File: src/rtl/decode_pkg.sv
// decode_pkg: RV32I opcodes, immediate formats and the decoded entry layout
package decode_pkg;
  localparam logic [6:0] OP_IMM   = 7'b0010011;
  localparam logic [6:0] LUI      = 7'b0110111;
  localparam logic [6:0] AUIPC    = 7'b0010111;
  localparam logic [6:0] OP       = 7'b0110011;
  localparam logic [6:0] JAL      = 7'b1101111;
  localparam logic [6:0] JALR     = 7'b1100111;
  localparam logic [6:0] BRANCH   = 7'b1100011;
  localparam logic [6:0] LOAD     = 7'b0000011;
  localparam logic [6:0] STORE    = 7'b0100011;
  localparam logic [6:0] MISC_MEM = 7'b0001111;
  localparam logic [6:0] SYSTEM   = 7'b1110011;

  typedef enum logic [2:0] {FMT_R, FMT_I, FMT_S, FMT_B, FMT_U, FMT_J} imm_fmt_t;

  typedef struct packed {
    logic [6:0]  opcode;
    logic [4:0]  rd;
    logic [4:0]  rs1;
    logic [4:0]  rs2;
    logic [2:0]  funct3;
    logic [6:0]  funct7;
    logic [31:0] imm;
    imm_fmt_t    fmt;
    logic        rs1_used;
    logic        rs2_used;
    logic        bit20;
    logic        bit30;
    logic        illegal;
  } decoded_t;
endpackage

File: src/rtl/decode_fields.sv
// decode_fields: combinational RV32I field, immediate and operand-use extraction
module decode_fields import decode_pkg::*; #(
  parameter bit ZERO_UNUSED = 1'b1
) (
  input  logic [31:0] inst,
  output decoded_t    dec
);
  logic [6:0] op;
  logic       s;
  logic       ill;
  imm_fmt_t   fmt;
  assign op  = inst[6:0];
  assign s   = inst[31];
  assign ill = !(op inside {OP_IMM, LUI, AUIPC, OP, JAL, JALR, BRANCH, LOAD, STORE, MISC_MEM, SYSTEM}) || inst[1:0] != 2'b11;
  assign fmt = op == OP ? FMT_R : op == STORE ? FMT_S : op == BRANCH ? FMT_B :
               (op == LUI || op == AUIPC) ? FMT_U : op == JAL ? FMT_J : FMT_I;
  always_comb begin
    dec          = '0;
    dec.opcode   = op;
    dec.rd       = fmt inside {FMT_S, FMT_B} ? 5'd0 : inst[11:7];
    dec.rs1      = (ZERO_UNUSED && fmt inside {FMT_U, FMT_J}) ? 5'd0 : inst[19:15];
    dec.rs2      = (ZERO_UNUSED && !(fmt inside {FMT_R, FMT_S, FMT_B})) ? 5'd0 : inst[24:20];
    dec.funct3   = inst[14:12];
    dec.funct7   = inst[31:25];
    dec.imm      = fmt == FMT_I ? {{20{s}}, inst[31:20]} :
                   fmt == FMT_S ? {{20{s}}, inst[31:25], inst[11:7]} :
                   fmt == FMT_B ? {{19{s}}, s, inst[7], inst[30:25], inst[11:8], 1'b0} :
                   fmt == FMT_U ? {inst[31:12], 12'b0} :
                   fmt == FMT_J ? {{11{s}}, s, inst[19:12], inst[20], inst[30:21], 1'b0} : 32'd0;
    dec.fmt      = fmt;
    dec.rs1_used = !ill && !(fmt inside {FMT_U, FMT_J});
    dec.rs2_used = !ill && fmt inside {FMT_R, FMT_S, FMT_B};
    dec.bit20    = inst[20];
    dec.bit30    = inst[30];
    dec.illegal  = ill;
  end
endmodule

File: src/rtl/decode_stage.sv
// decode_stage: registered RV32I decode with a DEPTH-entry output FIFO and flush
module decode_stage import decode_pkg::*; #(
  parameter int DEPTH       = 2,
  parameter int PC_W        = 32,
  parameter bit ZERO_UNUSED = 1'b1
) (
  input  logic            clk,
  input  logic            resetn,
  input  logic            flush,
  input  logic            in_valid,
  output logic            in_ready,
  input  logic [31:0]     in_inst,
  input  logic [PC_W-1:0] in_pc,
  output logic            out_valid,
  input  logic            out_ready,
  output logic [PC_W-1:0] out_pc,
  output logic [6:0]      out_opcode,
  output logic [4:0]      out_rd,
  output logic [4:0]      out_rs1,
  output logic [4:0]      out_rs2,
  output logic [2:0]      out_funct3,
  output logic [6:0]      out_funct7,
  output logic [31:0]     out_imm,
  output logic [2:0]      out_fmt,
  output logic            out_rs1_used,
  output logic            out_rs2_used,
  output logic            out_bit20,
  output logic            out_bit30,
  output logic            out_illegal
);
  decoded_t        dec;
  decoded_t        cur;
  decoded_t        mem [DEPTH];
  logic [PC_W-1:0] pc_mem [DEPTH];
  logic [1:0]      count;
  logic            wr_ptr;
  logic            rd_ptr;
  logic            push;
  logic            pop;
  function automatic logic nxt(input logic p);
    return DEPTH == 1 ? 1'b0 : !p;
  endfunction
  decode_fields #(.ZERO_UNUSED(ZERO_UNUSED)) u_fields (.inst(in_inst), .dec(dec));
  assign in_ready  = count < 2'(DEPTH) || (DEPTH == 1 && out_ready);
  assign out_valid = count != 2'd0;
  assign push      = in_valid && in_ready && !flush;
  assign pop       = out_valid && out_ready;
  always_ff @(posedge clk) begin
    if (!resetn) begin
      count  <= '0;
      wr_ptr <= '0;
      rd_ptr <= '0;
      for (int i = 0; i < DEPTH; i++) begin
        mem[i]    <= '0;
        pc_mem[i] <= '0;
      end
    end else if (flush) begin
      count  <= '0;
      wr_ptr <= '0;
      rd_ptr <= '0;
    end else begin
      if (push) begin
        mem[wr_ptr]    <= dec;
        pc_mem[wr_ptr] <= in_pc;
        wr_ptr         <= nxt(wr_ptr);
      end
      if (pop) rd_ptr <= nxt(rd_ptr);
      count <= count + 2'(push) - 2'(pop);
    end
  end
  assign cur          = mem[rd_ptr];
  assign out_pc       = pc_mem[rd_ptr];
  assign out_opcode   = cur.opcode;
  assign out_rd       = cur.rd;
  assign out_rs1      = cur.rs1;
  assign out_rs2      = cur.rs2;
  assign out_funct3   = cur.funct3;
  assign out_funct7   = cur.funct7;
  assign out_imm      = cur.imm;
  assign out_fmt      = cur.fmt;
  assign out_rs1_used = cur.rs1_used;
  assign out_rs2_used = cur.rs2_used;
  assign out_bit20    = cur.bit20;
  assign out_bit30    = cur.bit30;
  assign out_illegal  = cur.illegal;
endmodule

File: config.mk
export PLATFORM = sky130hd
export DESIGN_NAME = decode_stage
export DESIGN_NICKNAME = d
export VERILOG_FILES = /design/src/rtl/decode_pkg.sv /design/src/rtl/decode_fields.sv /design/src/rtl/decode_stage.sv
export SDC_FILE = /design/constraint.sdc
export NUM_CORES = 1
export LEC_CHECK = 0
export ABC_AREA = 1
export CAP_MARGIN = 10
export CORE_MARGIN = 2
export CORE_UTILIZATION = 33
export CTS_BUF_LIST = sky130_fd_sc_hd__clkbuf_8 sky130_fd_sc_hd__clkbuf_16
export CTS_CLUSTER_SIZE = 16
export DETAILED_ROUTE_END_ITERATION = 6
export HOLD_SLACK_MARGIN = 0.02
export PLACE_DENSITY_LB_ADDON = 0.1
export REMOVE_ABC_BUFFERS = 1
export SKIP_LAST_GASP = 1
export SLEW_MARGIN = 20
export SYNTH_ARGS = -nofsm -noshare
export SYNTH_HDL_FRONTEND = slang
export SYNTH_SLANG_ARGS = --single-unit
File: constraint.sdc
create_clock -name clk -period 6.6 [get_ports clk]
set_input_delay 1.32 -clock clk [delete_from_list [all_inputs] [get_ports clk]]
set_output_delay 1.32 -clock clk [all_outputs]
set_load 0.01 [all_outputs]
==> results.json <==
{
  "path_clk_slew_ns": 0.06,
  "yosys.area.top_type": "edfxtp_1",
  "reg2reg_slack_ns": 3.87,
  "num_io_pins": 175,
  "crit_path_max_fanout": 64,
  "fin_cells": 1320,
  "yosysSeqAreaShare": 0.6621,
  "yosysTopAreaCellShare": 0.6516,
  "fillers": 2756,
  "dr.pass1.iters": 4,
  "ir_drop_v": 0.0001380,
  "grt.total_usage": 0.1478,
  "cts_buffers": 25,
  "cts_max_level": 1,
  "slew_viol_final": 0,
  "synthCells": 754,
  "pwr_density_cell_mw_per_mm2": 258.1,
  "synth.distinct_cells": 30,
  "grt_max_degree": 75,
  "grt_pass1_wl_mm": 35.42,
  "crit_type": "reg -> out",
  "drc": 0,
  "cp.arrival_ns": 2.56,
  "setup_violations": 0,
  "cts_hold_buf": 0,
  "vias": 6141,
  "ctsResizeCount": 0,
  "rsz0062_at_grt": "false",
  "ant_nets": 0,
  "cts-root-buf": "clkbuf_16",
  "synthToLayoutAreaGrowth_pct": 30.23,
  "rows": 62,
  "cts_tree": "yes",
  "dpl.hpwl_mm": 13.75,
  "synth-seq-cells": 211,
  "drt-total-wl_mm": 22.94,
  "clk_path_buf_depth": 3,
  "crit_path_start_kind": "flop",
  "antenna_found_initial": 0,
  "cp-end-kind": "output port",
  "ff2ff_path_depth": 6,
  "insertion_delay_ns": 0.51,
  "post_cts_buffers": 0,
  "place_inst": 1277,
  "die-area_mm2": 0.03014,
  "drive_above_1_share": 0.1838,
  "drt-initial-drc-count": 387,
  "ys.warnings.count": 0,
  "min_path_type": "reg -> reg",
  "vias_per_cell": 4.652,
  "grt-ovfl-total": 0,
  "skew_ns": 0.01075,
  "syn_area_mm2": 0.009494,
  "cts_num_sinks": 211,
  "nNetsFinal": 991,
  "whs_ns": 0.4525,
  "maxCapViolations": 0,
  "p_leak_nw": 4.711,
  "synth_area_leaders": "edfxtp_1 (65%), mux2_2 (12%), nor2_1 (4.8%)",
  "avgSynthCellArea_um2": 12.59,
  "holdPathStages": 1,
  "worst_pin_slew_ns": 0.9785,
  "finalHoldViolations": 0,
  "num_antenna_cells": 0,
  "fp.dieW_um": 173.6,
  "port_buffers": 174,
  "required_ns": 5.28,
  "start_util": 0.3326,
  "r2r-end": "mem[0][31]",
  "max_slew_margin": 0.3477,
  "grt_pass1_vias": 6215,
  "die_h_um": 173.6,
  "max_freq_ghz": 0.2575,
  "gp_congestion": 0.7205,
  "period_needed_ns": 3.884,
  "wl_per_cell_um": 17.38,
  "status": "completed",
  "rr_startpoint": "count[1]",
  "period_share": 0.5884,
  "coreArea_mm2": 0.02855,
  "min-delay-start": "rd_ptr"
}
-- per-layer routing --
metal | vias to the layer above | part of all wire | GRT usage
li1 | 2969 | - | -
met1 | 2986 | 0.48 | 0.2078
met2 | 164 | 0.46 | 0.2398
met3 | 22 | 0.049 | 0.02763
met4 | 0 | 0.012 | 0.03116
met5 | - | 0 | 0
-- cell type report --
type                    count  area (µm²)  area share
clock inverters            18       150.1     0.01214
flip-flops and latches    211        6290      0.5087
inverters                  79       296.5     0.02398
multi-input cells         421        2720      0.2200
clock buffers              25       625.6     0.05060
well taps                 384       480.5     0.03886
repair buffers            182        1802      0.1457
-- critical path, stage by stage, from the launching register on --
cell,delay [ns]
dfxtp_4,0.34
buf_4,0.69
mux2_2,0.42
clkdlybuf4s50_1,0.52
-- state kept, by name, indices dropped and copies added (netlist names), named ones only --
signal and cells:
mem 142, pc_mem 64, count 2, rd_ptr 1, wr_ptr 1
-- stage by stage --
stage          power [mW]  TNS (ns)  instance area, µm²  utilization  setup WS, ns
3_3_place_gp        1.900         0               11590       0.4059         2.420
2_1_floorplan       1.725    -41.24                9263            -       -0.4004
3_5_place_dp        1.900         0               11590       0.4059         2.388
5_1_grt             3.307         0               12360       0.4331         2.624
6_report            3.192         0               12360       0.4331         2.716
4_1_cts             3.233         0               12360       0.4331         2.667
-- placed cells by master (no fill, tap or decap), types with 2 or more instances in the layout --
master and instances:
nand2_2 3, o21ai_0 3, clkbuf_16 25, o211ai_1 2
or2_2 2, ha_1 2, nor2_1 122, nand3_4 4
clkinv_1 9, edfxtp_1 206, nand3_2 2, nor2_4 4
nand3_1 29, clkdlybuf4s50_1 174, a21oi_1 55, inv_1 76
dfxtp_1 4, mux2_2 103, nand4_1 2, bufinv_16 3
clkinv_2 3, nand2_4 3, nor3_1 46, nand2_1 32
buf_4 8, nor2_2 3, inv_2 6
-- power breakdown --
part           internal (mW)  switching, mW  leakage, nW  total, mW
Clock                  0.797          0.528        0.392       1.32
Combinational          0.155          0.159         2.14      0.314
Sequential              1.54         0.0145         2.18       1.55
-- cell usage after synthesis --
cell,n
edfxtp_1,206
nor2_1,122
mux2_2,103
inv_1,73
a21oi_1,55
nor3_1,46
nand2_1,34
nand3_1,31
buf_2,26
clkbuf_1,6
inv_2,6
dfxtp_1,5
buf_1,4
buf_4,4
nor2_4,4
buf_6,3
nand2_2,3
nor2_2,3
o21ai_0,3
ha_1,2
nand3_2,2
nand3_4,2
nand4_1,2
o211ai_1,2
or2_2,2
nand2_4,1
nand3b_1,1
nor2_8,1
o21ai_2,1
xnor2_1,1
-- how the worst max path moves through the flow --
stage / end / cells after the start
5_1_grt: out_rs2_used / 3
3_5_place_dp: pc_mem[0][28] / 4
3_3_place_gp: pc_mem[0][31] / 7
4_1_cts: out_imm[22] / 3
2_1_floorplan: mem[0][0] / 5
6_report: out_rs2_used / 3
-- logic make-up after synthesis --
group           synth area share
xor+xnor               0.0009227
buf+inv                  0.05561
compound gates           0.03308
flops                     0.6621
simple gates              0.1235
fa+ha+maj               0.002635
mux                       0.1222
(Power assumes the default switching activity.)
